==> src/rtl/ysyx_23060025_defs.sv <==
// ----------------------------------------------------------------------------
// ysyx_23060025_defs
//   Shared definitions for the core pipeline registers.
//   - Per-stage payload widths used when instantiating ysyx_23060025_pipe_skid
//     between adjacent stages.
//   - Skid-buffer state encoding, formed as {skid_valid, out_valid}.
//   - A helper function that flags the one unreachable encoding.
// ----------------------------------------------------------------------------
package ysyx_23060025_defs;

   // Payload widths of the inter-stage bundles (pc/inst/ctrl packed by the
   // producing stage).
   localparam int unsigned IF_ID_W  = 32'd64;
   localparam int unsigned ID_EX_W  = 32'd128;
   localparam int unsigned EX_MEM_W = 32'd96;
   localparam int unsigned MEM_WB_W = 32'd80;

   // State encoding {skid_valid, out_valid}.
   localparam logic [1:0] ST_EMPTY = 2'b00;
   localparam logic [1:0] ST_BUSY  = 2'b01;
   localparam logic [1:0] ST_FULL  = 2'b11;

   typedef enum logic [1:0] {
      PS_EMPTY   = ST_EMPTY,
      PS_BUSY    = ST_BUSY,
      PS_ILLEGAL = 2'b10,
      PS_FULL    = ST_FULL
   } pipe_state_e;

   // A held overflow payload without a held main payload cannot happen.
   function automatic logic state_is_legal(input logic [1:0] st);
      return ~(st[1] & ~st[0]);
   endfunction

endpackage

==> src/rtl/ysyx_23060025_pipe_slot.sv <==
// ----------------------------------------------------------------------------
// ysyx_23060025_pipe_slot
//   One WIDTH-wide valid+data holding slot. The owner decides when to load or
//   clear; this module only stores.
// Ports
//   clock    in   1      posedge clock
//   reset    in   1      synchronous active-high; valid<=0, data<=RESET_VAL
//   load_i   in   1      capture data_i and mark the slot valid
//   clear_i  in   1      mark the slot empty (data kept); wins over load_i
//   data_i   in   WIDTH  payload to capture
//   valid_o  out  1      slot holds a payload
//   data_o   out  WIDTH  held payload
// ----------------------------------------------------------------------------
module ysyx_23060025_pipe_slot #(
   parameter int unsigned      WIDTH     = 32,
   parameter logic [WIDTH-1:0] RESET_VAL = {WIDTH{1'b0}}
) (
   input  logic             clock,
   input  logic             reset,
   input  logic             load_i,
   input  logic             clear_i,
   input  logic [WIDTH-1:0] data_i,
   output logic             valid_o,
   output logic [WIDTH-1:0] data_o
);

   logic             valid_q, valid_d;
   logic [WIDTH-1:0] data_q,  data_d;

   // Next-state selection for the slot.
   always_comb begin
      valid_d = valid_q;
      data_d  = data_q;
      if (clear_i) begin
         valid_d = 1'b0;
      end else if (load_i) begin
         valid_d = 1'b1;
         data_d  = data_i;
      end else begin
         valid_d = valid_q;
      end
   end

   // Slot storage with synchronous reset.
   always_ff @(posedge clock) begin
      if (reset) begin
         valid_q <= 1'b0;
         data_q  <= RESET_VAL;
      end else begin
         valid_q <= valid_d;
         data_q  <= data_d;
      end
   end

   assign valid_o = valid_q;
   assign data_o  = data_q;

endmodule

==> src/rtl/ysyx_23060025_pipe_skid.sv <==
// ----------------------------------------------------------------------------
// ysyx_23060025_pipe_skid
//   Two-entry valid/ready pipeline register (skid buffer) between adjacent
//   core stages. Full throughput when downstream is ready; in_ready depends
//   only on held state and reset, so no ready path crosses the stage.
//   The main slot drives out_data directly; the skid slot only holds the
//   overflow payload that arrived while downstream stalled.
// Optional feature
//   PIPE_SKID_FLUSH_EN : when defined, flush=1 empties both slots (data regs
//   keep their values) and drops any simultaneous input transfer. When not
//   defined the flush port is present but ignored.
// Ports
//   clock      in   1      posedge clock
//   reset      in   1      synchronous active-high
//   in_valid   in   1      upstream has a payload
//   in_data    in   WIDTH  upstream payload
//   in_ready   out  1      stage accepts in_data this cycle
//   out_valid  out  1      out_data is valid
//   out_data   out  WIDTH  payload to downstream
//   out_ready  in   1      downstream accepts out_data this cycle
//   flush      in   1      discard all held payloads (feature-gated)
// ----------------------------------------------------------------------------
module ysyx_23060025_pipe_skid
   import ysyx_23060025_defs::*;
#(
   parameter int unsigned      WIDTH     = 32,
   parameter logic [WIDTH-1:0] RESET_VAL = {WIDTH{1'b0}}
) (
   input  logic             clock,
   input  logic             reset,
   input  logic             in_valid,
   input  logic [WIDTH-1:0] in_data,
   output logic             in_ready,
   output logic             out_valid,
   output logic [WIDTH-1:0] out_data,
   input  logic             out_ready,
   input  logic             flush
);

   logic             skid_valid_s;
   logic [WIDTH-1:0] skid_data_s;
   logic             main_valid_s;
   logic [WIDTH-1:0] main_data_s;

   logic             in_fire_s;
   logic             out_fire_s;
   logic             flush_s;
   pipe_state_e      state_s;

   logic             main_load_s;
   logic             main_clear_s;
   logic             main_from_skid_s;
   logic [WIDTH-1:0] main_in_s;
   logic             skid_load_s;
   logic             skid_clear_s;

`ifdef PIPE_SKID_FLUSH_EN
   assign flush_s = flush;
`else
   // Port kept for a uniform interface; its value never reaches the state.
   assign flush_s = flush & 1'b0;
`endif

   // Ready only depends on the held overflow slot, never on out_ready.
   assign in_ready   = ~skid_valid_s & ~reset;
   assign in_fire_s  = in_valid & in_ready;
   assign out_fire_s = main_valid_s & out_ready;
   assign state_s    = pipe_state_e'({skid_valid_s, main_valid_s});

   // Slot load/clear selection for each state.
   always_comb begin
      main_load_s      = 1'b0;
      main_clear_s     = 1'b0;
      main_from_skid_s = 1'b0;
      skid_load_s      = 1'b0;
      skid_clear_s     = 1'b0;
      if (flush_s) begin
         // Flush beats a simultaneous input transfer, which is dropped.
         main_clear_s = 1'b1;
         skid_clear_s = 1'b1;
      end else begin
         case (state_s)
            PS_EMPTY: begin
               if (in_fire_s) begin
                  main_load_s = 1'b1;
               end else begin
                  main_load_s = 1'b0;
               end
            end
            PS_BUSY: begin
               if (out_fire_s && in_fire_s) begin
                  main_load_s = 1'b1;
               end else if (out_fire_s) begin
                  main_clear_s = 1'b1;
               end else if (in_fire_s) begin
                  skid_load_s = 1'b1;
               end else begin
                  main_load_s = 1'b0;
               end
            end
            PS_FULL: begin
               // Drain: overflow payload moves up into the main slot.
               if (out_fire_s) begin
                  main_load_s      = 1'b1;
                  main_from_skid_s = 1'b1;
                  skid_clear_s     = 1'b1;
               end else begin
                  main_load_s = 1'b0;
               end
            end
            default: begin
               // Unreachable encoding: fall back to EMPTY.
               main_clear_s = 1'b1;
               skid_clear_s = 1'b1;
            end
         endcase
      end
   end

   assign main_in_s = main_from_skid_s ? skid_data_s : in_data;

   ysyx_23060025_pipe_slot #(
      .WIDTH     (WIDTH),
      .RESET_VAL (RESET_VAL)
   ) u_main (
      .clock   (clock),
      .reset   (reset),
      .load_i  (main_load_s),
      .clear_i (main_clear_s),
      .data_i  (main_in_s),
      .valid_o (main_valid_s),
      .data_o  (main_data_s)
   );

   ysyx_23060025_pipe_slot #(
      .WIDTH     (WIDTH),
      .RESET_VAL (RESET_VAL)
   ) u_skid (
      .clock   (clock),
      .reset   (reset),
      .load_i  (skid_load_s),
      .clear_i (skid_clear_s),
      .data_i  (in_data),
      .valid_o (skid_valid_s),
      .data_o  (skid_data_s)
   );

   assign out_valid = main_valid_s;
   assign out_data  = main_data_s;

endmodule

==> config.mk <==
export PLATFORM = sky130hd
export DESIGN_NAME = ysyx_23060025_pipe_skid
export DESIGN_NICKNAME = d
export VERILOG_FILES = /design/src/rtl/ysyx_23060025_defs.sv /design/src/rtl/ysyx_23060025_pipe_slot.sv /design/src/rtl/ysyx_23060025_pipe_skid.sv
export SDC_FILE = /design/constraint.sdc
export NUM_CORES = 1
export LEC_CHECK = 0
export ABC_AREA = 1
export ABC_CLOCK_PERIOD_IN_PS = 3450
export BUFFER_PORTS_ARGS = -buffer_cell sky130_fd_sc_hd__buf_2
export CAP_MARGIN = 5
export CORE_ASPECT_RATIO = 0.7
export CORE_MARGIN = 4
export CORE_UTILIZATION = 59
export CTS_BUF_LIST = sky130_fd_sc_hd__clkbuf_4 sky130_fd_sc_hd__clkbuf_8 sky130_fd_sc_hd__clkbuf_16
export DETAILED_ROUTE_END_ITERATION = 10
export GPL_ROUTABILITY_DRIVEN = 0
export GPL_TIMING_DRIVEN = 0
export PLACE_DENSITY = 0.85
export SYNTH_ARGS = -nofsm -noshare
export SYNTH_HDL_FRONTEND = slang
export SYNTH_HIERARCHICAL = 1
export SYNTH_SLANG_ARGS = --single-unit
==> constraint.sdc <==
create_clock -name clock -period 3.45 [get_ports clock]
set_clock_uncertainty 0.1 [all_clocks]
set_input_delay 0.345 -clock clock [delete_from_list [all_inputs] [get_ports clock]]
set_output_delay 0.345 -clock clock [all_outputs]
set_load 0.01 [all_outputs]
==> qor.yml, run 1 <==
sta:
  slew_headroom: 0.530
  fin_setup_tns_ns: 0
  rsz0062_at_grt: "false"
  worstMarginPinSlew_ns: 0.698
  finalCritPeriodShare: 0.661
  min_period_ns: 2.28
  hold_viol: 0
  drv_slew: 0
  max_freq_mhz: 439
  setup_viol_count_final: 0
clocking:
  cts_buffers: 9
  cts-root-buf: "clkbuf_8"
  post_cts_resize_count: 0
  clkSlewWorstSetupHoldPaths_ns: 0.07
  cts.sinks: 66
  cts.htree.levels: 3
  clock_latency_ns: 0.34
  clk_path_buf_depth: 2
  post_cts_buffers: 0
  cts_tree: "built"
  hold_buffers: 0
synthesis:
  synth_warnings: 6
  synthesis.area_sq_mm: 0.00349
  synth.area.top_cells: "dfxtp_1, nand2_1, nor2_1"
  synth_top_area_cell: "dfxtp_1"
  ys_seq_area_frac: 0.379
  synth_mux_area_frac: 0
  synthCells: 556
  yosysUniqueCellTypes: 16
  synthSimpleGateAreaFrac: 0.439
  yosysTopAreaCellShare: 0.379
  synth_compound_area_frac: 0.00287
  synthAdderAreaFrac: 0.0143
  synthXorXnorAreaFrac: 0
  syn_nets: 597
  synth_seq_cells: 66
  syn_avg_cell_area_sq_um: 6.27
  synth_top_family_by_area: "simple AND/OR/NAND/NOR gates"
die:
  num_rows: 23
  die_area_sq_mm: 0.00723
  io_pins: 71
  fp.dieW_microns: 99.9
  initial_core_util: 0.609
  coreArea_sq_mm: 0.00573
  fp.dieH_microns: 72.3
critical_path:
  worstPathRequired_ns: 3.63
  worstSetupStartpointType: "flop"
  crit_fanout: 10
  path_class: "flop to flop"
  cp.arrival_ns: 2.46
  cp-end-kind: "flop"
hold_path:
  hold_class: "input pin to flop"
routing:
  wl_mm: 8.30
  ant_nets: 0
  first_iter_violations: 200
  vias_per_cell: 4.85
  wl_per_cell_microns: 11.6
  first_pass_iters: 5
  drc: 0
  via_count: 3470
global_route:
  grt_start_max_net_pins: 12
  grt.overflow.total: 0
  antenna_found_initial: 0
  use_met3: 0.0567
  grt_use_met1: 0.334
  grt-busiest-layer: "met2"
  grt_use_total: 0.240
  met2_usage: 0.374
  grt_pass1_vias: 3096
  grt_pass1_wl_mm: 13.9
finish:
  antenna_cells: 0
  drive_above_1_share: 0.189
  area_growth_pct: 17.6
  fin_nets: 677
place:
  portBuffers: 69
  post-dp-hpwl_mm: 6.21
flow_run:
  cap_violations: 0
outcome:
  outcome: "complete, no violations"
pwr:
  powerDensity_mw_per_mm2: 428
  ir_drop_mv: 0.221
  p_leak_nw: 2.31
  total_power_mw: 1.76
-- cell families (layout without fill, tap and decap cells) --
kind of cell,count (synthesis),count (layout)
flops,66,66
buf+inv,115,200
simple gates,369,369
fa+ha+maj,4,4
compound gates,2,2
-- power breakdown --
group / switching [mW] / internal [mW]
Clock: 0.284 / 0.285
Sequential: 0.0263 / 0.816
Combinational: 0.205 / 0.140
Total: 0.515 / 1.24
-- layout make-up --
cell class	count	area (sq um)
Fill cell	514	1620
Buffer	36	279
Timing Repair Buffer	69	345
Sequential cell	66	1320
Tap cell	75	93.8
Clock buffer	12	146
Clock inverter	4	28.8
Inverter	79	297
Multi-Input combinational cell	375	1590
-- registers in the layout (all words and copies together) (netlist names) --
register and flops:
u_skid/data_o 32, u_skid/valid_o 1, u_main/valid_o 1, u_main/data_o 32
-- final timing paths --
| check | startpoint | to | slack (ns) | cells past startpoint |
|---|---|---|---|---|
| setup / recovery | u_main/valid_o | u_main/data_o[3] | 1.17 | 8 |
| hold / removal | reset | u_skid/valid_o | 0.16 | 2 |
| setup reg to reg | u_main/valid_o | u_main/data_o[3] | 1.17 | 8 |
| hold reg to reg | u_main/data_o[17] | u_main/data_o[17] | 0.37 | 2 |
-- per-stage QoR --
stage	setup slack [ns]	area (sq um)	hold slack [ns]	utilization	cells
2_1_floorplan	1.58	3490	0.322	-	556
3_3_place_gp	1.30	3930	0.355	0.686	700
3_5_place_dp	1.23	3930	0.366	0.686	700
4_1_cts	1.19	4100	0.141	0.716	716
5_1_grt	0.960	4100	0.158	0.716	716
6_report	1.17	4100	0.164	0.716	716
-- synth_stat cells --
master   instances
nand2_4          1
buf_2           10
nor2_1         132
nand3_1         97
nand2_1        135
nor3_1           2
ha_1             4
a21oi_1          1
buf_6           15
o21ai_0          1
dfxtp_1         66
inv_1           76
nor2_4           2
buf_1            6
buf_4            5
inv_2            3
-- cells in the final DEF, fill, tap and decap left out, types with 2 or more instances in the layout --
cell,count
nor2_1,132
nor3_1,2
inv_1,76
clkbuf_4,3
nor2_4,2
inv_2,3
nand2_1,135
buf_1,6
clkinvlp_4,2
buf_4,5
nand3_1,97
dfxtp_1,66
buf_2,79
buf_6,15
clkbuf_8,9
ha_1,4
-- routing by layer --
| layer | part of all wire | routed length [microns] | up-vias |
|---|---|---|---|
| li1 | - | - | 1828 |
| met1 | 0.47 | 3940 | 1521 |
| met2 | 0.44 | 3660 | 110 |
| met3 | 0.075 | 625 | 11 |
| met4 | 0.0094 | 78 | 0 |
| met5 | 0 | 0 | - |
-- worst max-delay path, stage by stage, from the launching register on --
cell and delay [ns]:
dfxtp_1 0.45, ha_1 0.23, nand3_1 0.10, o21ai_0 0.59
inv_1 0.28, buf_6 0.22, nand3_1 0.09, nand2_1 0.07
nor2_1 0.09
Note: power is estimated with default switching activity, not from simulation.
==> run 2, diff against run 1 <==
ABC_CLOCK_PERIOD_IN_PS = 2000   (was 3450)
CORE_UTILIZATION = 50   (was 59)
PLACE_DENSITY = 0.77   (was 0.85)
clock period = 2 ns   (was 3.45 ns; I/O delays follow)
==> run 2 against run 1 <==
  * Largest cell class unchanged
  * Fmax increased by 18%
  * Total power is 83% higher
  * Clock power increased by 100%
  * Global-route usage is 2.4 points lower
  * Combinational power grew 81%
==> qor.yml, run 2 (synthesis results as in run 1) <==
clocking:
  cts_buffers: 9  # unchanged
  cts.htree.levels: 3  # unchanged
  clk_path_buf_depth: 2  # unchanged
  cts_tree: "built"
  cts-root-buf: "clkbuf_8"
  clkSlewWorstSetupHoldPaths_ns: 0.08  # about the same
  cts.sinks: 66  # unchanged
  clock_latency_ns: 0.34  # about the same
routing:
  via_count: 3403  # -1.9%
  first_iter_violations: 182  # -9.0%
  wl_mm: 8.64  # +4.0%
  drc: 0  # unchanged
  wl_per_cell_microns: 11.7  # +0.65%
  vias_per_cell: 4.60  # -5.1%
  ant_nets: 0  # unchanged
  first_pass_iters: 5  # unchanged
sta:
  worstMarginPinSlew_ns: 0.465  # -0.234 ns
  max_freq_mhz: 519  # +18%
  setup_viol_count_final: 0  # unchanged
  slew_headroom: 0.690  # +0.161
  finalCritPeriodShare: 0.964  # +0.304
  min_period_ns: 1.93  # -0.351 ns
  drv_slew: 0  # unchanged
  hold_viol: 0  # unchanged
finish:
  regArea_sq_mm: 0.00133  # +0.38%
  fillers: 668  # +30%
  fin_nets: 682  # +0.74%
  drive_above_1_share: 0.206  # +0.0171
  area_growth_pct: 21.2
  final_cell_mix: "nand2_1, nor2_1, nand3_1"
  multi_input_area_sq_mm: 0.00161  # +0.94%
  final_cells: 740  # +3.4%
  final_common_cell: "nand2_1"
  antenna_cells: 0  # unchanged
critical_path:
  slowest_stage: "dfxtp_2"
  worstPathRequired_ns: 2.19  # -1.44 ns
  crit_fanout: 8  # -2
  cp_top_family: "buffers and inverters"
  worstSetupStartpointType: "flop"
  worstPathCellList: "inv_2, ha_2, nand3_2, nand2_1, nand2_1, a21oi_2, buf_6, inv_2, nor2_4, buf_12, buf_2, nor2_1, nor2_1"
  slowest_delay_ns: 0.34  # -0.25 ns
  path_class: "flop to flop"
  cp.arrival_ns: 2.12  # -0.34 ns
  critPathBufInv: 5  # +3
  cp-end-kind: "flop"
die:
  initial_core_util: 0.516  # -0.0928
  die_area_sq_mm: 0.00840  # +16%
  fp.dieH_microns: 77.9  # +7.7%
  io_pins: 71  # unchanged
  num_rows: 25  # +8.7%
  coreArea_sq_mm: 0.00676  # +18%
  fp.dieW_microns: 108  # +7.9%
global_route:
  grt_pass1_vias: 3197  # +3.3%
  grt_pass1_wl_mm: 14.6  # +5.0%
  grt.overflow.total: 0  # unchanged
  grt_start_max_net_pins: 13  # +1
  antenna_found_initial: 0  # unchanged
  grt_use_total: 0.216  # -0.0237
pwr:
  powerDensity_mw_per_mm2: 761  # +78%
  p_leak_nw: 2.35  # +1.7%
  ir_drop_mv: 0.370  # +67%
  total_power_mw: 3.22  # +83%
place:
  post-dp-hpwl_mm: 6.28  # +1.1%
  portBuffers: 69  # unchanged
  place_inst: 719  # +2.7%
outcome:
  outcome: "complete, no violations"
flow_run:
  cap_violations: 0  # unchanged
hold_path:
  hold_class: "input pin to flop"
## run 2: layout make-up
type	count	area share
clock buffers	10	0.0325
multi-input cells	375	0.380
flip-flops and latches	66	0.314
inverters	79	0.0701
clock inverters	6	0.0157
repair buffers	74	0.0935
plain buffers	36	0.0669
well taps	94	0.0278
## run 2: worst paths after layout
| path | start | end | slack (ns) | cells past startpoint |
|---|---|---|---|---|
| setup / recovery | u_skid/valid_o | u_main/data_o[16] | 0.07 | 13 |
| hold / removal | in_data[7] | u_skid/data_o[7] | 0.07 | 5 |
| setup reg to reg | u_skid/valid_o | u_main/data_o[16] | 0.07 | 13 |
| hold reg to reg | u_main/data_o[24] | u_main/data_o[24] | 0.38 | 2 |
## run 2: worst min-delay path, cell delays in order
cell	delay [ns]
buf_2	0.09
inv_1	0.03
nand3_1	0.05
nand2_1	0.04
nor2_1	0.07
## run 2: per-layer routing
metal	vias up	wire (microns)	track usage
met2	88	3770	0.332
li1	1835	-	-
met4	0	61	0.0467
met5	-	0	0
met1	1473	4170	0.300
met3	7	630	0.0657
## run 2: where the power goes
| part | switching (mW) | internal [mW] | leakage, nW | total, mW |
|---|---|---|---|---|
| Clock | 0.530 | 0.609 | 0.0945 | 1.14 |
| Combinational | 0.364 | 0.262 | 1.71 | 0.626 |
| Sequential | 0.0482 | 1.41 | 0.539 | 1.46 |
| Total | 0.942 | 2.28 | 2.35 | 3.22 |
## run 2: timing repair
item                                   CTS  global route
setup endpoints to repair               32            51
endpoints found under the hold margin    2             0
cloned                                   0             3
setup buffers                            0             1
resized for setup                        3            10
pin swaps                                0             2
hold buffers                             1             0
## run 2: metrics by stage
| stage | area, sq um | setup slack, ns | TNS [ns] | hold WS, ns | util |
|---|---|---|---|---|---|
| after floorplan | 3490 | 0.128 | 0 | 0.177 | - |
| after global placement | 3950 | -0.188 | -4.48 | 0.349 | 0.585 |
| after detailed placement | 3950 | -0.248 | -6.02 | 0.351 | 0.585 |
| after CTS | 4170 | 0.00970 | 0 | 0.0595 | 0.617 |
| after global routing | 4230 | -0.0408 | -0.553 | 0.0588 | 0.626 |
| final | 4230 | 0.0717 | 0 | 0.0708 | 0.626 |
